**src/rtl/shift_arbiter.sv**
```systemverilog
// Two-port arbiter that time-shares one combinational 16-bit shifter.
// Grants one request at a time, lets the shifter settle, then returns a tagged response.
module shift_arbiter #(
   parameter int unsigned WAIT_CYCLES = 1,
   parameter int unsigned CNT_W       = 4
) (
   input  logic        clk,
   input  logic        rst,
   input  logic [1:0]  req_valid,
   output logic [1:0]  req_ready,
   input  logic [1:0]  req_op0,
   input  logic [1:0]  req_op1,
   input  logic [15:0] req_a0,
   input  logic [15:0] req_a1,
   input  logic [15:0] req_b0,
   input  logic [15:0] req_b1,
   output logic [1:0]  sh_op,
   output logic [15:0] sh_a,
   output logic [15:0] sh_b,
   input  logic [15:0] sh_y,
   input  logic        sh_ovf,
   output logic        rsp_valid,
   input  logic        rsp_ready,
   output logic        rsp_id,
   output logic [15:0] rsp_y,
   output logic        rsp_ovf,
   output logic        busy
);

   typedef enum logic [1:0] {StIdle, StExec, StResp} state_e;

   state_e             state_q, state_d;
   logic               prio_q, prio_d;
   logic               id_q, id_d;
   logic [1:0]         op_q, op_d;
   logic [15:0]        a_q, a_d;
   logic [3:0]         amt_q, amt_d;
   logic [CNT_W-1:0]   cnt_q, cnt_d;
   logic               rsp_id_q, rsp_id_d;
   logic [15:0]        rsp_y_q, rsp_y_d;
   logic               rsp_ovf_q, rsp_ovf_d;
   logic               grant;

   // Only the low nibble of B is a shift amount.
   logic unused_b;
   assign unused_b = ^{req_b0[15:4], req_b1[15:4]};

   always_comb begin
      state_d   = state_q;
      prio_d    = prio_q;
      id_d      = id_q;
      op_d      = op_q;
      a_d       = a_q;
      amt_d     = amt_q;
      cnt_d     = cnt_q;
      rsp_id_d  = rsp_id_q;
      rsp_y_d   = rsp_y_q;
      rsp_ovf_d = rsp_ovf_q;
      req_ready = 2'b00;
      grant     = 1'b0;
      unique case (state_q)
         StIdle: begin
            if (req_valid != 2'b00) begin
               // Contention goes to the pointer; a lone requester always wins.
               grant     = (req_valid == 2'b11) ? prio_q : req_valid[1];
               req_ready = grant ? 2'b10 : 2'b01;
               id_d      = grant;
               op_d      = grant ? req_op1 : req_op0;
               a_d       = grant ? req_a1 : req_a0;
               amt_d     = grant ? req_b1[3:0] : req_b0[3:0];
               cnt_d     = CNT_W'(WAIT_CYCLES - 1);
               state_d   = StExec;
            end
         end
         StExec: begin
            if (cnt_q == '0) begin
               rsp_y_d   = sh_y;
               rsp_ovf_d = sh_ovf & (op_q == 2'b11);
               rsp_id_d  = id_q;
               state_d   = StResp;
            end else begin
               cnt_d = cnt_q - 1'b1;
            end
         end
         StResp: begin
            if (rsp_ready) begin
               prio_d  = ~rsp_id_q;
               state_d = StIdle;
            end
         end
         default: state_d = StIdle;
      endcase
   end

   always_ff @(posedge clk) begin
      if (rst) begin
         state_q   <= StIdle;
         prio_q    <= 1'b0;
         id_q      <= 1'b0;
         op_q      <= 2'b00;
         a_q       <= 16'h0000;
         amt_q     <= 4'h0;
         cnt_q     <= '0;
         rsp_id_q  <= 1'b0;
         rsp_y_q   <= 16'h0000;
         rsp_ovf_q <= 1'b0;
      end else begin
         state_q   <= state_d;
         prio_q    <= prio_d;
         id_q      <= id_d;
         op_q      <= op_d;
         a_q       <= a_d;
         amt_q     <= amt_d;
         cnt_q     <= cnt_d;
         rsp_id_q  <= rsp_id_d;
         rsp_y_q   <= rsp_y_d;
         rsp_ovf_q <= rsp_ovf_d;
      end
   end

   // Shifter inputs come straight from the capture registers, so they hold outside EXEC.
   assign sh_op     = op_q;
   assign sh_a      = a_q;
   assign sh_b      = {12'h000, amt_q};
   assign rsp_valid = (state_q == StResp);
   assign rsp_id    = rsp_id_q;
   assign rsp_y     = rsp_y_q;
   assign rsp_ovf   = rsp_ovf_q;
   assign busy      = (state_q != StIdle);

endmodule

```
**config.mk**
```make
export PLATFORM = sky130hd
export DESIGN_NAME = shift_arbiter
export DESIGN_NICKNAME = d
export VERILOG_FILES = /design/src/rtl/shift_arbiter.sv
export SDC_FILE = /design/constraint.sdc
export NUM_CORES = 1
export LEC_CHECK = 0
export ABC_AREA = 0
export CORE_ASPECT_RATIO = 2
export CORE_MARGIN = 5
export CORE_UTILIZATION = 36
export CTS_CLUSTER_SIZE = 14
export DETAILED_ROUTE_END_ITERATION = 10
export PLACE_DENSITY = 0.8
export SYNTH_ARGS = -nofsm -noshare
export SYNTH_HDL_FRONTEND = slang
export SYNTH_SLANG_ARGS = --single-unit
```
**constraint.sdc**
```tcl
create_clock -name clk -period 1.9 [get_ports clk]
set_input_delay 0.285 -clock clk [delete_from_list [all_inputs] [get_ports clk]]
set_output_delay 0.285 -clock clk [all_outputs]
set_load 0.05 [all_outputs]
```
==> Word-level counts from Yosys, hierarchy flattened <==
Index checks and enable logic that the tools add are counted.
{ "totals": {"wordCells": 45, "reg_bits": 48, "out_inout_bits": 56, "inputBits": 90} }
{ "op_classes": {"n_bitwise": 2, "eq_ne": 8, "n_addsub": 1, "n_mux": 14, "n_reduce_logical": 10} }
{ "op_table": {"columns": ["operator", "count"], "rows": [
  ["$mux W16", 1],
  ["$mux W2", 7],
  ["$mux W4", 3],
  ["$pmux W4 S2", 1],
  ["$eq A2 B2 Y1 const B", 3],
  ["$ne A2 B2 Y1 const B", 3],
  ["$pmux W2 S3", 1],
  ["$reduce_and A2 Y1", 3],
  ["$reduce_and A3 Y1", 2],
  ["$reduce_bool A2 Y1", 3],
  ["$logic_not A4 Y1", 1],
  ["$sub A4 B1 Y4 const B", 1],
  ["$eq A2 B1 Y1 const B", 1],
  ["$logic_not A2 Y1", 1],
  ["$ne A2 B1 Y1 const B", 1],
  ["$and A1 B1 Y1", 1],
  ["$mux W1", 1],
  ["$not A1 Y1", 1]
]} }

==> Logic depth before layout (Yosys ltp) <==
Gate-level depths: netlist (run 1).
{ "logic_depth": {"depth_word": 5, "depth_mapped": 6, "depth_no_buf": 5} }

==> Worst setup path before layout (run 1) <==
Ideal clock, no wire load.
{ "synth_path": {"path_kind": "reg2out", "start": "register state_q[1]", "end": "output port req_ready[0]", "setup_slack_ns": 0.320, "stages_incl_launch_ff": 4, "t_required_ns": 1.615, "arrival_ns": 1.295, "n_path_buf": 1, "path_cell_list": "dfxtp_1 -> a211oi_2 -> buf_2 -> and2_1"} }
{ "synth_via": {"elab_chain_cells": 2} }
{ "synth_lines": {"columns": ["item", "line_no", "source"], "rows": [
  ["from (decl)", "32", "state_e state_q, state_d;"],
  ["from (signal assigned)", "97", "state_q <= StIdle;"],
  ["from (signal assigned)", "108", "state_q <= state_d;"],
  ["$logic_not A2 Y1", "61", "unique case (state_q)"],
  ["$mux W2", "61", null],
  ["to (decl)", "10", "output logic [1:0] req_ready,"]
]} }
Every way passes these cells.

==> Worst setup path after layout (run 1) <==
{ "layout_path": {"start": "register rsp_id_q, in the netlist rsp_id", "end": "output port rsp_id"} }
{ "layout_rtl": {"columns": ["item", "line_no", "source"], "rows": [
  ["from (decl)", "39", "logic rsp_id_q, rsp_id_d;"],
  ["from (signal assigned)", "115", "rsp_id_q <= rsp_id_d;"],
  ["to (decl)", "24", "output logic rsp_id,"]
]} }
No word-level cell between the ends.

==> results of run 1 <==
==> worst max path at each step <==
stage,endpoint,slack (ns),depth (start not counted),startpoint
after floorplan,req_ready[0],0.32,3,state_q[1]
after global routing,rsp_y[12],0.07,5,cnt_q[0]
after detailed placement,sh_a[7],0.08,6,req_valid[0]
final,rsp_id,0.12,1,rsp_id
after global placement,sh_a[10],0.1,6,req_valid[0]
after CTS,rsp_id,0.11,1,rsp_id
==> cells in the mapped netlist (all sizes together) (2+ instances only) <==
cell	instances
nand2b	2
nand3	38
buf	25
or3	2
a31oi	10
o221ai	2
ha	2
a22oi	2
or4	2
a311oi	8
nor2	6
a21oi	32
dfxtp	48
inv	8
a221o	4
o21ai	39
nand4	10
clkbuf	12
and4b	4
and2b	2
==> where the power goes <==
part / internal (W) / switching (W) / leakage [nW] / total [W]
Clock: 0.000523 / 0.000383 / 0.0691 / 0.000907
Combinational: 0.000395 / 0.000640 / 0.864 / 0.00103
Sequential: 0.00109 / 0.0000479 / 0.394 / 0.00114
Total: 0.00201 / 0.00107 / 1.33 / 0.00308
==> cell families after synthesis <==
kind of cell	Yosys count	synth area share, %
AOI/OAI and AO/OA	99	25.6
muxes	1	0.441
DFF	48	42.3
buffers and inverters	45	10.1
and+or+nand+nor	74	20.3
adders and majority gates	2	1.10
other	1	0.165
==> flip-flops by register name, summed over array words and instances, names as in the netlist, 2 cells and up <==
register and flops:
cnt_q 4, sh_a 16, sh_op 2, rsp_y 16, amt_q 4, state_q 2
==> metal layers <==
layer  global-route usage (%)  wire [µm]  vias up
met1                     20.5       2770     1144
met2                     31.4       3620      134
met4                     6.23        140        0
li1                         -          -     1191
met3                     7.33        811       13
met5                        0          0        -
==> through the flow <==
stage	cells	util (%)	hold slack, ns	total power (W)
2_1_floorplan	281	-	0.424	0.00179
3_3_place_gp	457	55.7	0.450	0.00217
3_5_place_dp	457	55.7	0.464	0.00219
4_1_cts	465	58.2	0.472	0.00310
5_1_grt	465	58.2	0.491	0.00321
6_report	465	58.2	0.468	0.00308
==> cell type report <==
cell class              count  area [µm²]  area share [%]
inverters                   8        30.0           0.832
clock inverters             2        15.0           0.416
clock buffers               6         139            3.85
well taps                  86         108            2.98
multi-input cells         188        1120            31.1
flip-flops and latches     48         961            26.6
repair buffers            127        1240            34.2
==> metrics, run 1 <==
crit path launch type=flop; final hold violations=0; worst reg2reg setup slack=approximately 0.17 ns; WL/cell=~16 µm; Detail Route Antenna Nets=0; Die Area=8090 µm²; worst setup margin=0.122 ns; HP Class=flop to flop; via count=~2500; delay-heaviest family, CP=buffers and inverters; CP bufs+invs=1; height of the die=122 µm; Sink Count=48; Hold Crit Depth=2; crit-path cells=clkdlybuf4s50_1; most frequent cells in the layout=104 x clkdlybuf4s50_1, 48 x dfxtp_1, 38 x nand3_1, 38 x o21ai_0, 32 x a21oi_1; Critical Path RT=1.62 ns; vias in the first global route=2537; Detailed Route WL=7330 µm; most common cell after layout, fill and taps aside=clkdlybuf4s50_1; post_cts resized=0; I/O pin cnt=146; setup violators final=0; DRC violations left=0; Layout area overhead=59.0%; die width=66.2 µm; GRT overflow=0; Design Area, Final=approximately 3600 µm²; Setup CP Type=flop to output pin; Final min period=about 1.8 ns; worst r2r dst=rsp_y[13]; drt first pass iters=4; Final period util=93.6%; Post-synth EDFFs=0; crit-path max cell delay=just over 0.8 ns; cell area power density=853 nW/µm²; relative slew slack=slightly below 60%; outcome=finished, final reports clean; synthesis-stage register bit count=between 40 and 50; CORE AREA=6210 µm²; CP Capture Type=output pin; Nets=470; RR Startpoint=cnt_q[0]; Slew @ Worst Pin=0.612 ns; worst skew pair latency=0.29 ns; Post-CTS Setup Repair Bufs=0; n_diodes=0; mapped cell area=2270 µm²; hold_buf cts=0; Max Transition Viols Final=0; clock-pin slew on the worst setup and hold paths=0.06 ns; Mapped Cells=270; placed inst area=3460 µm²; Yosys cell types=37; gr usage total=18.5%; Synth Warn #=0; CTS tree=built; worst r2r path cells=5; post-synthesis sequential area ratio=42.3%; DPL Wire Length=5650 µm; f_max=563 MHz; Starting DRT DRC Count=131; crit path DAT=1.49 ns; H-Tree Depth=2; top cell type's share of synthesized area=between 40 and 50%; peak supply drop=0.566 mV; CTS Buf Count=5; hold_sp=id_q; Root Driver=clkbuf_16; port bufs=109; Final GP Congestion=0.747; clk buf depth=2; Fillers=586; Pleak=around 1.3 nW; initial antenna violation count=0; slowest stage cell, crit path=clkdlybuf4s50_1; unrepaired setup endpoints after global routing=no; max_cap viols=0; Top FF cell, synth=dfxtp_1; cell taking the most area after synthesis=dfxtp_1; setup TNS=0 ns; skew final=approximately 0.0052 ns; largest cells by area after synthesis=dfxtp_1 42%, nand3_1 8.4%, o21ai_0 8.4%; asr flop ratio synth=0%; Cell Rows=41; initial core utilization=a little over a third; first-pass GRT wire length=11900 µm; Avg Vias per Cell=5.34; Hold Path Sink=rsp_id; largest net degree at the start of global routing=26; dpl ws=0.0777 ns; syn_area_per_cell=about 8.4 µm²; share of cells above drive strength 1=10.3%; Crit Path Max Fanout=3
Power figures use the tool's default switching activity.
==> run 2: changes to the inputs <==
Settings changed: MAX_ROUTING_LAYER set to met4.
==> metrics, run 2 (synthesis results as in run 1) <==
Crit Path Max Fanout=3 (unchanged); WL/cell=15.9 µm (+0.86%); HP Class=flop to flop; initial antenna violation count=0 (unchanged); first-pass GRT wire length=11800 µm (-0.64%); GR peak layer=met2; initial core utilization=36.6% (unchanged); CP Capture Type=output pin; Critical Path RT=1.62 ns (about the same); outcome=finished, final reports clean; Cell Count, Final, Fillers Out=465 (unchanged); Root Driver=clkbuf_16; crit-path max cell delay=0.83 ns (about the same); Max Transition Viols Final=0 (unchanged); f_max=564 MHz (+0.25%); worst skew pair latency=0.29 ns (about the same); Slew @ Worst Pin=0.591 ns (-0.0206 ns); setup violators final=0 (unchanged); slowest stage cell, crit path=clkdlybuf4s50_1; Final min period=1.77 ns (-0.00445 ns); Detail Route Antenna Nets=0 (unchanged); unrepaired setup endpoints after global routing=no; Hold Slack=0.469 ns (+0.00134 ns); Starting DRT DRC Count=156 (+19%); crit path DAT=1.49 ns (about the same); Sink Count=48 (unchanged); die width=66.2 µm (unchanged); multi-input logic area=1120 µm² (unchanged); cell area power density=852 nW/µm² (-0.15%); crit-path cells=clkdlybuf4s50_1; met1 Use GR=22.3% (+1.8 points); Fillers=586 (unchanged); hold_buf cts=0 (unchanged); largest net degree at the start of global routing=26 (unchanged); post_cts resized=0 (unchanged); Inst Count DP=457 (unchanged); worst reg2reg setup slack=0.17 ns (about the same); DPL Wire Length=5650 µm (unchanged); Die Area=8090 µm² (unchanged); Post-CTS Setup Repair Bufs=0 (unchanged); worst r2r path cells=5 (unchanged); Detailed Route WL=7400 µm (+0.86%); I/O pin cnt=146 (unchanged); height of the die=122 µm (unchanged); peak supply drop=0.563 mV (-0.43%); share of cells above drive strength 1=10.3% (unchanged); CP bufs+invs=1 (unchanged); drt first pass iters=4 (unchanged); GRT overflow=0 (unchanged); CP Depth=1 (unchanged); CTS Buf Count=5 (unchanged); relative slew slack=60.6% (+1.4 points); Nets=470 (unchanged); clock-pin slew on the worst setup and hold paths=0.06 ns (about the same); max_cap viols=0 (unchanged); Setup CP Type=flop to output pin; DRC violations left=0 (unchanged); H-Tree Depth=2 (unchanged); most frequent cells in the layout=104 x clkdlybuf4s50_1, 48 x dfxtp_1, 38 x nand3_1, 38 x o21ai_0, 32 x a21oi_1; Final period util=93.3% (-0.23 points); crit path launch type=flop; FF/Latch Area=961 µm² (unchanged); GR Util met3=4.67% (-2.7 points); CORE AREA=6210 µm² (unchanged); setup TNS=0 ns (unchanged); Cell Rows=41 (unchanged); via count=2484 (+0.081%); skew final=0.00452 ns (-0.000669 ns); Final GP Congestion=0.756 (+1.3%); n_diodes=0 (unchanged); delay-heaviest family, CP=buffers and inverters; met2 Resource Use GR=31.1% (-0.37 points); Final Util=58.2% (unchanged); Pleak=1.33 nW (unchanged); Hold Crit Depth=2 (unchanged); gr usage total=19.0% (+0.49 points); vias in the first global route=2549 (+0.47%); clk buf depth=2 (unchanged); final hold violations=0 (unchanged); Layout area overhead=59.0% (unchanged); port bufs=109 (unchanged); CTS tree=built; Avg Vias per Cell=5.34 (about the same); most common cell after layout, fill and taps aside=clkdlybuf4s50_1
-- run 2: final cells by class --
cell class              count  share of cell area (%)
clock buffers               6                    3.85
clock inverters             2                   0.416
inverters                   8                   0.832
multi-input cells         188                    31.1
flip-flops and latches     48                    26.6
well taps                  86                    2.98
repair buffers            127                    34.2
-- run 2: metal layers --
layer | wire length, µm | vias up | part of all wire, %
li1 | - | 1193 | -
met1 | 2920 | 1147 | 39
met2 | 3640 | 131 | 49
met3 | 702 | 13 | 9.5
met4 | 135 | 0 | 1.8
met5 | 0 | - | 0
-- run 2: through the flow --
| step | instance area, µm² | setup slack, ns | power [W] |
|---|---|---|---|
| 2_1_floorplan | 2310 | 0.320 | 0.00179 |
| 3_3_place_gp | 3460 | 0.0999 | 0.00217 |
| 3_5_place_dp | 3460 | 0.0777 | 0.00219 |
| 4_1_cts | 3610 | 0.107 | 0.00310 |
| 5_1_grt | 3610 | 0.0724 | 0.00321 |
| 6_report | 3610 | 0.127 | 0.00308 |
-- run 2: report_power, final --
| group | switching, W | total [W] | internal (W) |
|---|---|---|---|
| combinational | 0.000640 | 0.00103 | 0.000395 |
| sequential | 0.0000479 | 0.00114 | 0.00109 |
| clock | 0.000379 | 0.000902 | 0.000523 |
-- run 2: worst paths after layout --
path,startpoint,to
setup / recovery,rsp_id,rsp_id
hold / removal,id_q,rsp_id
setup reg to reg,cnt_q[0],rsp_y[13]
hold reg to reg,id_q,rsp_id
==> run 3: changes to the inputs <==
Settings changed: SETUP_SLACK_MARGIN set to 0.1.
==> metrics, run 3 (synthesis results as in run 1) <==
outcome=finished, final reports clean; Root Driver=clkbuf_16; hold_buf cts=0 (unchanged); Nets=470 (unchanged); Setup CP Type=flop to output pin; GRT overflow=0 (unchanged); peak supply drop=0.560 mV (-0.52%); gr usage total=19.0% (unchanged); Avg Vias per Cell=5.31 (-0.52%); Die Area=8090 µm² (unchanged); DRC violations left=0 (unchanged); drt first pass iters=4 (unchanged); Starting DRT DRC Count=161 (+3.2%); crit-path cells=clkdlybuf4s50_1; combinational power share=33.6% (about the same); final hold violations=0 (unchanged); crit path DAT=1.48 ns (about the same); CP Capture Type=output pin; delay-heaviest family, CP=buffers and inverters; Slew @ Worst Pin=0.538 ns (-0.0536 ns); Pint=0.00201 W (about the same); CORE AREA=6210 µm² (unchanged); f_max=567 MHz (+0.62%); initial core utilization=36.6% (unchanged); n_diodes=0 (unchanged); Critical Path RT=1.62 ns (about the same); Final min period=1.76 ns (-0.0110 ns); P_sw=0.00107 W (about the same); vias in the first global route=2549 (unchanged); Sink Count=48 (unchanged); first-pass GRT wire length=11800 µm (unchanged); clock power share=29.3% (about the same); worst r2r path cells=5 (unchanged); Hold Slack=0.468 ns (-0.00121 ns); sequential power share=37.0% (about the same); Crit Path Max Fanout=3 (unchanged); dpl ws=0.0777 ns (unchanged); H-Tree Depth=2 (unchanged); setup TNS=0 ns (unchanged); worst skew pair latency=0.29 ns (about the same); clock-pin slew on the worst setup and hold paths=0.06 ns (about the same); Max Transition Viols Final=0 (unchanged); height of the die=122 µm (unchanged); FF/Latch Area=961 µm² (unchanged); share of cells above drive strength 1=10.6% (+0.26 points); CP Depth=1 (unchanged); Final period util=92.7% (-0.58 points); Detailed Route WL=7370 µm (-0.31%); crit path to=sh_op[0]; Fillers=584 (-0.34%); DPL Wire Length=5650 µm (unchanged); relative slew slack=64.1% (+3.5 points); port bufs=109 (unchanged); CTS Buf Count=5 (unchanged); HP Class=flop to flop; most frequent cells in the layout=103 x clkdlybuf4s50_1, 48 x dfxtp_1, 38 x nand3_1, 38 x o21ai_0, 32 x a21oi_1; initial antenna violation count=0 (unchanged); WL/cell=15.9 µm (-0.31%); Critical path origin=sh_op[0]; CTS tree=built; worst reg2reg setup slack=0.37 ns (+0.20 ns); Final GP Congestion=0.756 (unchanged); I/O pin cnt=146 (unchanged); RR Startpoint=cnt_q[0]; via count=2471 (-0.52%); Net Sw Frac=34.7% (about the same); Post-CTS Setup Repair Bufs=0 (unchanged); Layout area overhead=59.2%; die width=66.2 µm (unchanged); Pleak=1.34 nW (+1.1%); unrepaired setup endpoints after global routing=no; worst setup margin=0.138 ns (+0.0110 ns); Cell Rows=41 (unchanged); clk buf depth=2 (unchanged); setup violators final=0 (unchanged); most common cell after layout, fill and taps aside=clkdlybuf4s50_1; max_cap viols=0 (unchanged); skew final=0.00364 ns (-0.000881 ns); crit-path max cell delay=0.84 ns (about the same); Detail Route Antenna Nets=0 (unchanged); slowest stage cell, crit path=clkdlybuf4s50_1; CP bufs+invs=1 (unchanged); crit path launch type=flop; multi-input logic area=1120 µm² (+0.22%); largest net degree at the start of global routing=26 (unchanged); worst r2r dst=rsp_y[13]; cell area power density=851 nW/µm² (-0.13%)
## run 3: worst min-delay path by stage
stage	start	endpoint	cells after the start
5_1_grt	id_q	rsp_id	2
6_report	id_q	rsp_id	2
3_5_place_dp	id_q	rsp_id	2
2_1_floorplan	req_a1[11]	sh_a[11]	1
4_1_cts	id_q	rsp_id	2
3_3_place_gp	id_q	rsp_id	2
## run 3: per-stage QoR
stage / cells / util [%] / area [µm²] / power [W]
3_3_place_gp: 457 / 55.7 / 3460 / 0.00217
6_report: 465 / 58.2 / 3610 / 0.00308
4_1_cts: 465 / 58.2 / 3610 / 0.00310
2_1_floorplan: 281 / - / 2310 / 0.00179
5_1_grt: 465 / 58.2 / 3610 / 0.00321
3_5_place_dp: 457 / 55.7 / 3460 / 0.00219
## run 3: final cells by class
cell class              instances  area share (%)
well taps                      86            2.98
repair buffers                127            34.3
inverters                       8           0.831
clock inverters                 2           0.415
flip-flops and latches         48            26.6
clock buffers                   6            3.84
multi-input cells             188            31.1
## run 3: repair_timing
item / 4_1_cts / 5_1_grt
endpoints found under the hold margin: 0 / 0
gates resized for setup: 0 / 2
endpoints found under the setup margin: 0 / 6
## run 3: power groups by stage
| stage | clock network, W | logic [W] | registers, W |
|---|---|---|---|
| 6_report | 0.000902 | 0.00103 | 0.00114 |
| 5_1_grt | 0.000971 | 0.00109 | 0.00115 |
| 4_1_cts | 0.000921 | 0.00104 | 0.00114 |
| 3_5_place_dp | 0 | 0.00103 | 0.00116 |
| 3_3_place_gp | 0 | 0.00102 | 0.00116 |
| 2_1_floorplan | 0 | 0.000367 | 0.00143 |
## run 3: routing by layer
metal | wire (µm) | global-route usage [%] | up-vias | share of wire, %
met4 | 145 | 6.62 | 0 | 2.0
met1 | 2930 | 22.3 | 1152 | 40
met2 | 3690 | 31.1 | 110 | 50
met5 | 0 | - | - | 0
li1 | - | - | 1194 | -
met3 | 610 | 4.67 | 15 | 8.3
